[src/rtl/way_select_plru_if.sv]
// rtl/way_select_plru_if.sv - lookup/update bus between the cache control path and the PLRU selector
interface way_select_plru_if #(
  parameter int WAYS = 4,
  parameter int SETS = 256
);
  localparam int SET_W = $clog2(SETS);
  localparam int WAY_W = $clog2(WAYS);

  logic             clr;
  logic [SET_W-1:0] rd_set;
  logic [WAYS-1:0]  way_valid;
  logic [WAYS-1:0]  victim_oh;
  logic [WAY_W-1:0] victim_idx;
  logic             upd_en;
  logic [SET_W-1:0] upd_set;
  logic [WAYS-1:0]  upd_way;

  modport master (
    output clr, rd_set, way_valid, upd_en, upd_set, upd_way,
    input  victim_oh, victim_idx
  );

  modport slave (
    input  clr, rd_set, way_valid, upd_en, upd_set, upd_way,
    output victim_oh, victim_idx
  );
endinterface

[src/rtl/way_select_plru.sv]
// rtl/way_select_plru.sv - per-set tree pseudo-LRU victim selector for a WAYS-way, SETS-set cache
// Optional feature macro: PLRU_INVALID_FIRST_EN (pick the lowest invalid way before consulting the tree)
module way_select_plru #(
  parameter int WAYS = 4,
  parameter int SETS = 256
) (
  input  logic              clk,
  input  logic              rst,
  way_select_plru_if.slave  bus
);
  localparam int SET_W = $clog2(SETS);
  localparam int WAY_W = $clog2(WAYS);

  // Heap node k is stored at bit k+1, so a node's children are {n,0} and {n,1}
  logic [WAYS-1:1]  tree_q [SETS];

  logic [WAYS-1:1]  rd_tree;
  logic [WAYS-1:1]  upd_tree;
  logic [WAYS-1:1]  upd_next;
  logic [WAY_W:0]   walk;
  logic [WAY_W:0]   upd_node;
  logic [WAY_W-1:0] upd_path;
  logic [WAY_W-1:0] upd_idx;
  logic [WAY_W-1:0] tree_idx;
  logic [WAY_W-1:0] victim_idx;
  logic             upd_any;
  logic             upd_bit;

  assign rd_tree  = tree_q[bus.rd_set];
  assign upd_tree = tree_q[bus.upd_set];
  assign upd_any  = |bus.upd_way;

  always_comb begin
    walk = (WAY_W+1)'(1);
    for (int l = 0; l < WAY_W; l++) begin
      walk = {walk[WAY_W-1:0], rd_tree[walk[WAY_W-1:0]]};
    end
    tree_idx = walk[WAY_W-1:0];
  end

  // Lowest set bit of upd_way wins; scanning downward lets it overwrite higher ones
  always_comb begin
    upd_idx = '0;
    for (int w = WAYS - 1; w >= 0; w--) begin
      if (bus.upd_way[w]) begin
        upd_idx = WAY_W'(w);
      end
    end
  end

  always_comb begin
    upd_next = upd_tree;
    upd_node = (WAY_W+1)'(1);
    upd_path = upd_idx;
    upd_bit  = 1'b0;
    for (int l = 0; l < WAY_W; l++) begin
      upd_bit                      = upd_path[WAY_W-1];
      upd_next[upd_node[WAY_W-1:0]] = ~upd_bit;
      upd_node                     = {upd_node[WAY_W-1:0], upd_bit};
      upd_path                     = upd_path << 1;
    end
  end

`ifdef PLRU_INVALID_FIRST_EN
  always_comb begin
    victim_idx = tree_idx;
    if (!(&bus.way_valid)) begin
      for (int w = WAYS - 1; w >= 0; w--) begin
        if (!bus.way_valid[w]) begin
          victim_idx = WAY_W'(w);
        end
      end
    end
  end
`else
  assign victim_idx = tree_idx;
`endif

  assign bus.victim_idx = victim_idx;
  assign bus.victim_oh  = WAYS'(1) << victim_idx;

  always_ff @(posedge clk or posedge rst) begin
    if (rst) begin
      for (int s = 0; s < SETS; s++) begin
        tree_q[s] <= '0;
      end
    end else if (bus.clr) begin
      for (int s = 0; s < SETS; s++) begin
        tree_q[s] <= '0;
      end
    end else if (bus.upd_en && upd_any) begin
      tree_q[bus.upd_set] <= upd_next;
    end
  end
endmodule

[src/flat_wrapper.sv]
// flat-port wrapper written by rule: the top's interface ports become plain ports
module way_select_plru_flat 
#(
  parameter int WAYS = 4,
  parameter int SETS = 256
)
  (clk, rst, bus_clr, bus_rd_set, bus_way_valid, bus_upd_en, bus_upd_set, bus_upd_way, bus_victim_oh, bus_victim_idx);
  way_select_plru_if #(.WAYS(WAYS), .SETS(SETS)) bus_i ();
  input  logic clk;
  input  logic rst;
  input wire logic [$bits(bus_i.clr)-1:0] bus_clr;
  input wire logic [$bits(bus_i.rd_set)-1:0] bus_rd_set;
  input wire logic [$bits(bus_i.way_valid)-1:0] bus_way_valid;
  input wire logic [$bits(bus_i.upd_en)-1:0] bus_upd_en;
  input wire logic [$bits(bus_i.upd_set)-1:0] bus_upd_set;
  input wire logic [$bits(bus_i.upd_way)-1:0] bus_upd_way;
  output wire logic [$bits(bus_i.victim_oh)-1:0] bus_victim_oh;
  output wire logic [$bits(bus_i.victim_idx)-1:0] bus_victim_idx;
  assign bus_i.clr = bus_clr;
  assign bus_i.rd_set = bus_rd_set;
  assign bus_i.way_valid = bus_way_valid;
  assign bus_i.upd_en = bus_upd_en;
  assign bus_i.upd_set = bus_upd_set;
  assign bus_i.upd_way = bus_upd_way;
  assign bus_victim_oh = bus_i.victim_oh;
  assign bus_victim_idx = bus_i.victim_idx;
  way_select_plru #(.WAYS(WAYS), .SETS(SETS)) u_core (.clk(clk), .rst(rst), .bus(bus_i));
endmodule
[config.mk]
export PLATFORM = sky130hd
export DESIGN_NAME = way_select_plru_flat
export DESIGN_NICKNAME = d
export VERILOG_FILES = /design/src/rtl/way_select_plru_if.sv /design/src/rtl/way_select_plru.sv /design/src/flat_wrapper.sv
export SDC_FILE = /design/constraint.sdc
export NUM_CORES = 2
export LEC_CHECK = 0
export CAP_MARGIN = 0
export CELL_PAD_IN_SITES_DETAIL_PLACEMENT = 1
export CELL_PAD_IN_SITES_GLOBAL_PLACEMENT = 1
export CORE_ASPECT_RATIO = 2
export CORE_MARGIN = 8
export CORE_UTILIZATION = 30
export DETAILED_ROUTE_END_ITERATION = 8
export GPL_TIMING_DRIVEN = 0
export PLACE_DENSITY = 0.54
export SETUP_SLACK_MARGIN = 0.4
export SYNTH_ARGS = -nofsm -noshare
export SYNTH_HDL_FRONTEND = slang
export SYNTH_SLANG_ARGS = --single-unit
export TNS_END_PERCENT = 100
[constraint.sdc]
create_clock -name clk -period 32.2 [get_ports clk]
set_input_delay 6.44 -clock clk [delete_from_list [all_inputs] [get_ports clk]]
set_output_delay 6.44 -clock clk [all_outputs]
set_load 0.05 [all_outputs]
==> flow_metrics.tcl <==
set metrics [dict create \
    path_clk_slew_ns 0.06 \
    grt_antenna_before_repair 13 \
    slew_headroom_pct -8.84 \
    cts_resized 0 \
    r2r_end "u_core.tree_q[436]" \
    finClkSkew_ns 0.0404 \
    portBuffers 21 \
    power.leakage_uw 0.0185 \
    setup_ws_ns 12.19 \
    synthAdderAreaFrac_pct 0 \
    synth_seq_cells 768 \
    criticalPathCategory "input port to output port" \
    setup_viol 0 \
    cts_setup_buffers 0 \
    hold_path.class "register to register" \
    r2r_slack_ns 27.90 \
    initial_utilization_pct 30.1 \
    ys_types 61 \
    die_h_um 544 \
    design.core.area_um2 139000 \
    p_per_area_nw_per_um2 47.3 \
    numCtsBuffers 84 \
    drc 0 \
    grt_overflow_total 0 \
    dp.cells 5821 \
    r2r_start "u_core.tree_q[385]" \
    maxCapViolCount 15 \
    finalSetupTns_ns 0 \
    intPower_uw 1630 \
    tightest_slew_ns 1.63 \
    syn-num-nets 3943 \
    crit_fanout 10 \
    pwr-share-clk_pct 47.2 \
    cts_buffer_depth 3 \
    status "finished with violations" \
    area.growth.synth_to_final_pct 14.3 \
    crit_required_ns 25.76 \
    fin_crit_sh_pct 62.1 \
    postPlaceCellArea_um2 45000 \
    comb_power_share_pct 10.1 \
    vdd_ir_drop_max_uv 40.4 \
    max_freq_mhz 50.0 \
    rows 194 \
    vias 36900 \
    hpwl_um 167000 \
    root_buffer "clkbuf_16" \
    p_seq_share_pct 42.7 \
    switchingPower_uw 635 \
    synth_xor_area_share_pct 0 \
    worstSetupStartpointType "input port" \
    top_register "u_core.tree_q" \
    synth-compound-area-share_pct 11.8 \
    worstRegToRegCells 8 \
    drtIter0Drc 4055 \
    synth_warnings 0 \
    synthMuxAreaShare_pct 19.9 \
    grt_start_max_net_pins 113 \
    grt_pass1_wl_um 317000 \
    fin_util_pct 34.4 \
    first_global_vias 37800 \
    synth_edf_count 0 \
    hold_violations 0 \
    ys_seq_area_share_pct 45.9 \
    synth_top_area_share_pct 45.9 \
    synth_top_family_by_area "multiplexers" \
    final_max_slew_viol_count 141 \
    dieArea_um2 153000 \
    die-width_um 280 \
    power.share.switching_pct 28.0 \
    syn-cell-area_um2 41900 \
    largest_register_ffs 768 \
    drt_wl_total_um 232000 \
    cts_tree "built" \
    arrival_ns 13.57 \
    pre_cts_ws_ns 12.44 \
    firstDrtPassIters 6 \
    postRouteAntennaNets 0 \
    crit_path_end_kind "output port" \
    insertion_delay_ns 0.75 \
    boundaryPins 34 \
    yosys.area_share.simple_pct 18.4 \
    clock-sinks 768 \
    routabilityCongestion 1.05 \
    post_drt_wl_per_cell_um 38.8 \
    stdcell_count 5978 \
    yosys.area.top_type "dfrtp_1" \
    via_per_inst 6.18 \
    post-route-min-period_ns 20.01 \
    holdBufCountCts 0 \
    crit_start "bus_rd_set[2]" \
    nNetsFinal 4074 \
    track_usage_pct 30.0 \
    worstSetupEndpoint "bus_victim_idx[0]" \
    stdcell_area_um2 47900 \
    syn_avg_cell_area_um2 10.7 \
    reg_top3 "u_core.tree_q: 768 flops" \
    rsz0062_at_grt "no" \
    netlist_instances 3915 \
    htreeDepth 3 \
    drive_gt1_share_pct 16.2 \
    synth_area_leaders "dfrtp_1 (46%), mux4_2 (17%), nand3b_1 (9.2%), o21ai_0 (5.2%), a21oi_1 (3.2%)" \
    synth_ff_type "dfrtp_1" \
    violations "max-capacitance violations, max-slew violations" \
    async_flop_share_pct 100 \
]
## cell type report
| cell class | count | area, um^2 |
|---|---|---|
| buffer | 363 | 1700 |
| clock buffer | 123 | 2470 |
| fill | 15500 | 91200 |
| tap | 1862 | 2330 |
| antenna | 6 | 15.0 |
| sequential | 768 | 19200 |
| multi-input combinational | 2774 | 21000 |
| timing repair buffer | 45 | 666 |
| inverter | 10 | 45.0 |
| clock inverter | 27 | 419 |
## layer usage
layer | GRT usage, % | up-vias | share of wire (%)
met3 | 6.67 | 609 | 7.8
li1 | - | 14800 | -
met2 | 45.2 | 1807 | 44
met5 | 0 | - | 0.0039
met1 | 36.3 | 19700 | 38
met4 | 25.4 | 2 | 10
## cell usage after synthesis, drive strengths merged, types with 2 or more instances
library cell / n
or3b: 2
nor2: 310
clkbuf: 265
o21ai: 521
o22a: 4
nand2: 330
and2: 3
nor3b: 2
o31a: 3
dfrtp: 768
nor4: 2
nor2b: 5
nand2b: 7
a31o: 3
nand4b: 4
o31ai: 3
o22ai: 12
nand4: 2
a31oi: 7
nor3: 185
a22oi: 35
o2111ai: 5
mux2i: 89
buf: 98
mux2: 23
o211ai: 14
a21oi: 267
inv: 10
nand3b: 513
a22o: 7
o221ai: 7
o2bb2ai: 3
and3: 6
mux4: 319
and3b: 2
a221oi: 9
nand3: 53
or2: 3
## critical path: stages
cell and delay (ns):
clkdlybuf4s50_1 0.62, clkbuf_1 0.98, and2_0 0.79, clkbuf_1 0.89
clkbuf_1 0.98, a22oi_1 0.41, a31oi_1 0.51, nand4b_1 0.23
o22ai_1 0.32, a22oi_1 0.28, mux2_2 0.38, clkdlybuf4s50_1 0.70
## cells in the final DEF, fill, tap and decap left out, drive strengths merged, types with 3 or more instances in the layout
cell type | netlist | final
clkinvlp | 0 | 3
clkinv | 0 | 10
o22a | 4 | 4
o31a | 3 | 3
a22o | 7 | 7
a21oi | 267 | 267
o21ai | 521 | 521
nand2 | 330 | 330
a22oi | 35 | 35
o221ai | 7 | 7
o31ai | 3 | 3
nor2 | 310 | 310
a221oi | 9 | 9
a31oi | 7 | 7
mux2i | 89 | 89
nand3b | 513 | 513
and3 | 6 | 6
nor3 | 185 | 185
o2111ai | 5 | 5
o2bb2ai | 3 | 3
nand2b | 7 | 7
diode | 0 | 6
nand3 | 53 | 53
or2 | 3 | 3
mux4 | 319 | 319
inv | 10 | 14
a31o | 3 | 3
o22ai | 12 | 12
dfrtp | 768 | 768
nand4b | 4 | 4
and2 | 3 | 3
bufinv | 0 | 10
o211ai | 14 | 14
clkbuf | 265 | 388
buf | 98 | 122
clkdlybuf4s50 | 0 | 21
mux2 | 23 | 23
nor2b | 5 | 5
## worst min path at each step
| stage | startpoint | end | slack [ns] | depth (start not counted) |
|---|---|---|---|---|
| after global placement | u_core.tree_q[147] | u_core.tree_q[147] | 0.49 | 2 |
| final | u_core.tree_q[663] | u_core.tree_q[663] | 0.52 | 2 |
| after global routing | u_core.tree_q[156] | u_core.tree_q[156] | 0.54 | 2 |
| after floorplan | u_core.tree_q[663] | u_core.tree_q[663] | 0.48 | 2 |
| after CTS | u_core.tree_q[663] | u_core.tree_q[663] | 0.52 | 2 |
| after detailed placement | u_core.tree_q[663] | u_core.tree_q[663] | 0.51 | 2 |
## through the flow
step / total power, uW / hold slack (ns)
2_1_floorplan: 1100 / 0.475
3_3_place_gp: 1210 / 0.490
3_5_place_dp: 1210 / 0.505
4_1_cts: 2270 / 0.519
5_1_grt: 2310 / 0.539
6_report: 2270 / 0.516
## power by group through the flow
stage	combinational (uW)	sequential [uW]	clock (uW)
final	230	967	1070
after global routing	232	966	1110
after CTS	226	967	1080
after detailed placement	225	985	0
after global placement	219	987	0
after floorplan	109	986	0
## kinds of logic (layout without fill, tap and decap cells)
logic type	after synthesis	in the layout
other	0	6
buffers and inverters	373	568
and+or+nand+nor	1432	1432
DFF	768	768
AOI/OAI and AO/OA	911	911
muxes	431	431
No activity file was read; power rests on OpenSTA's default activity.
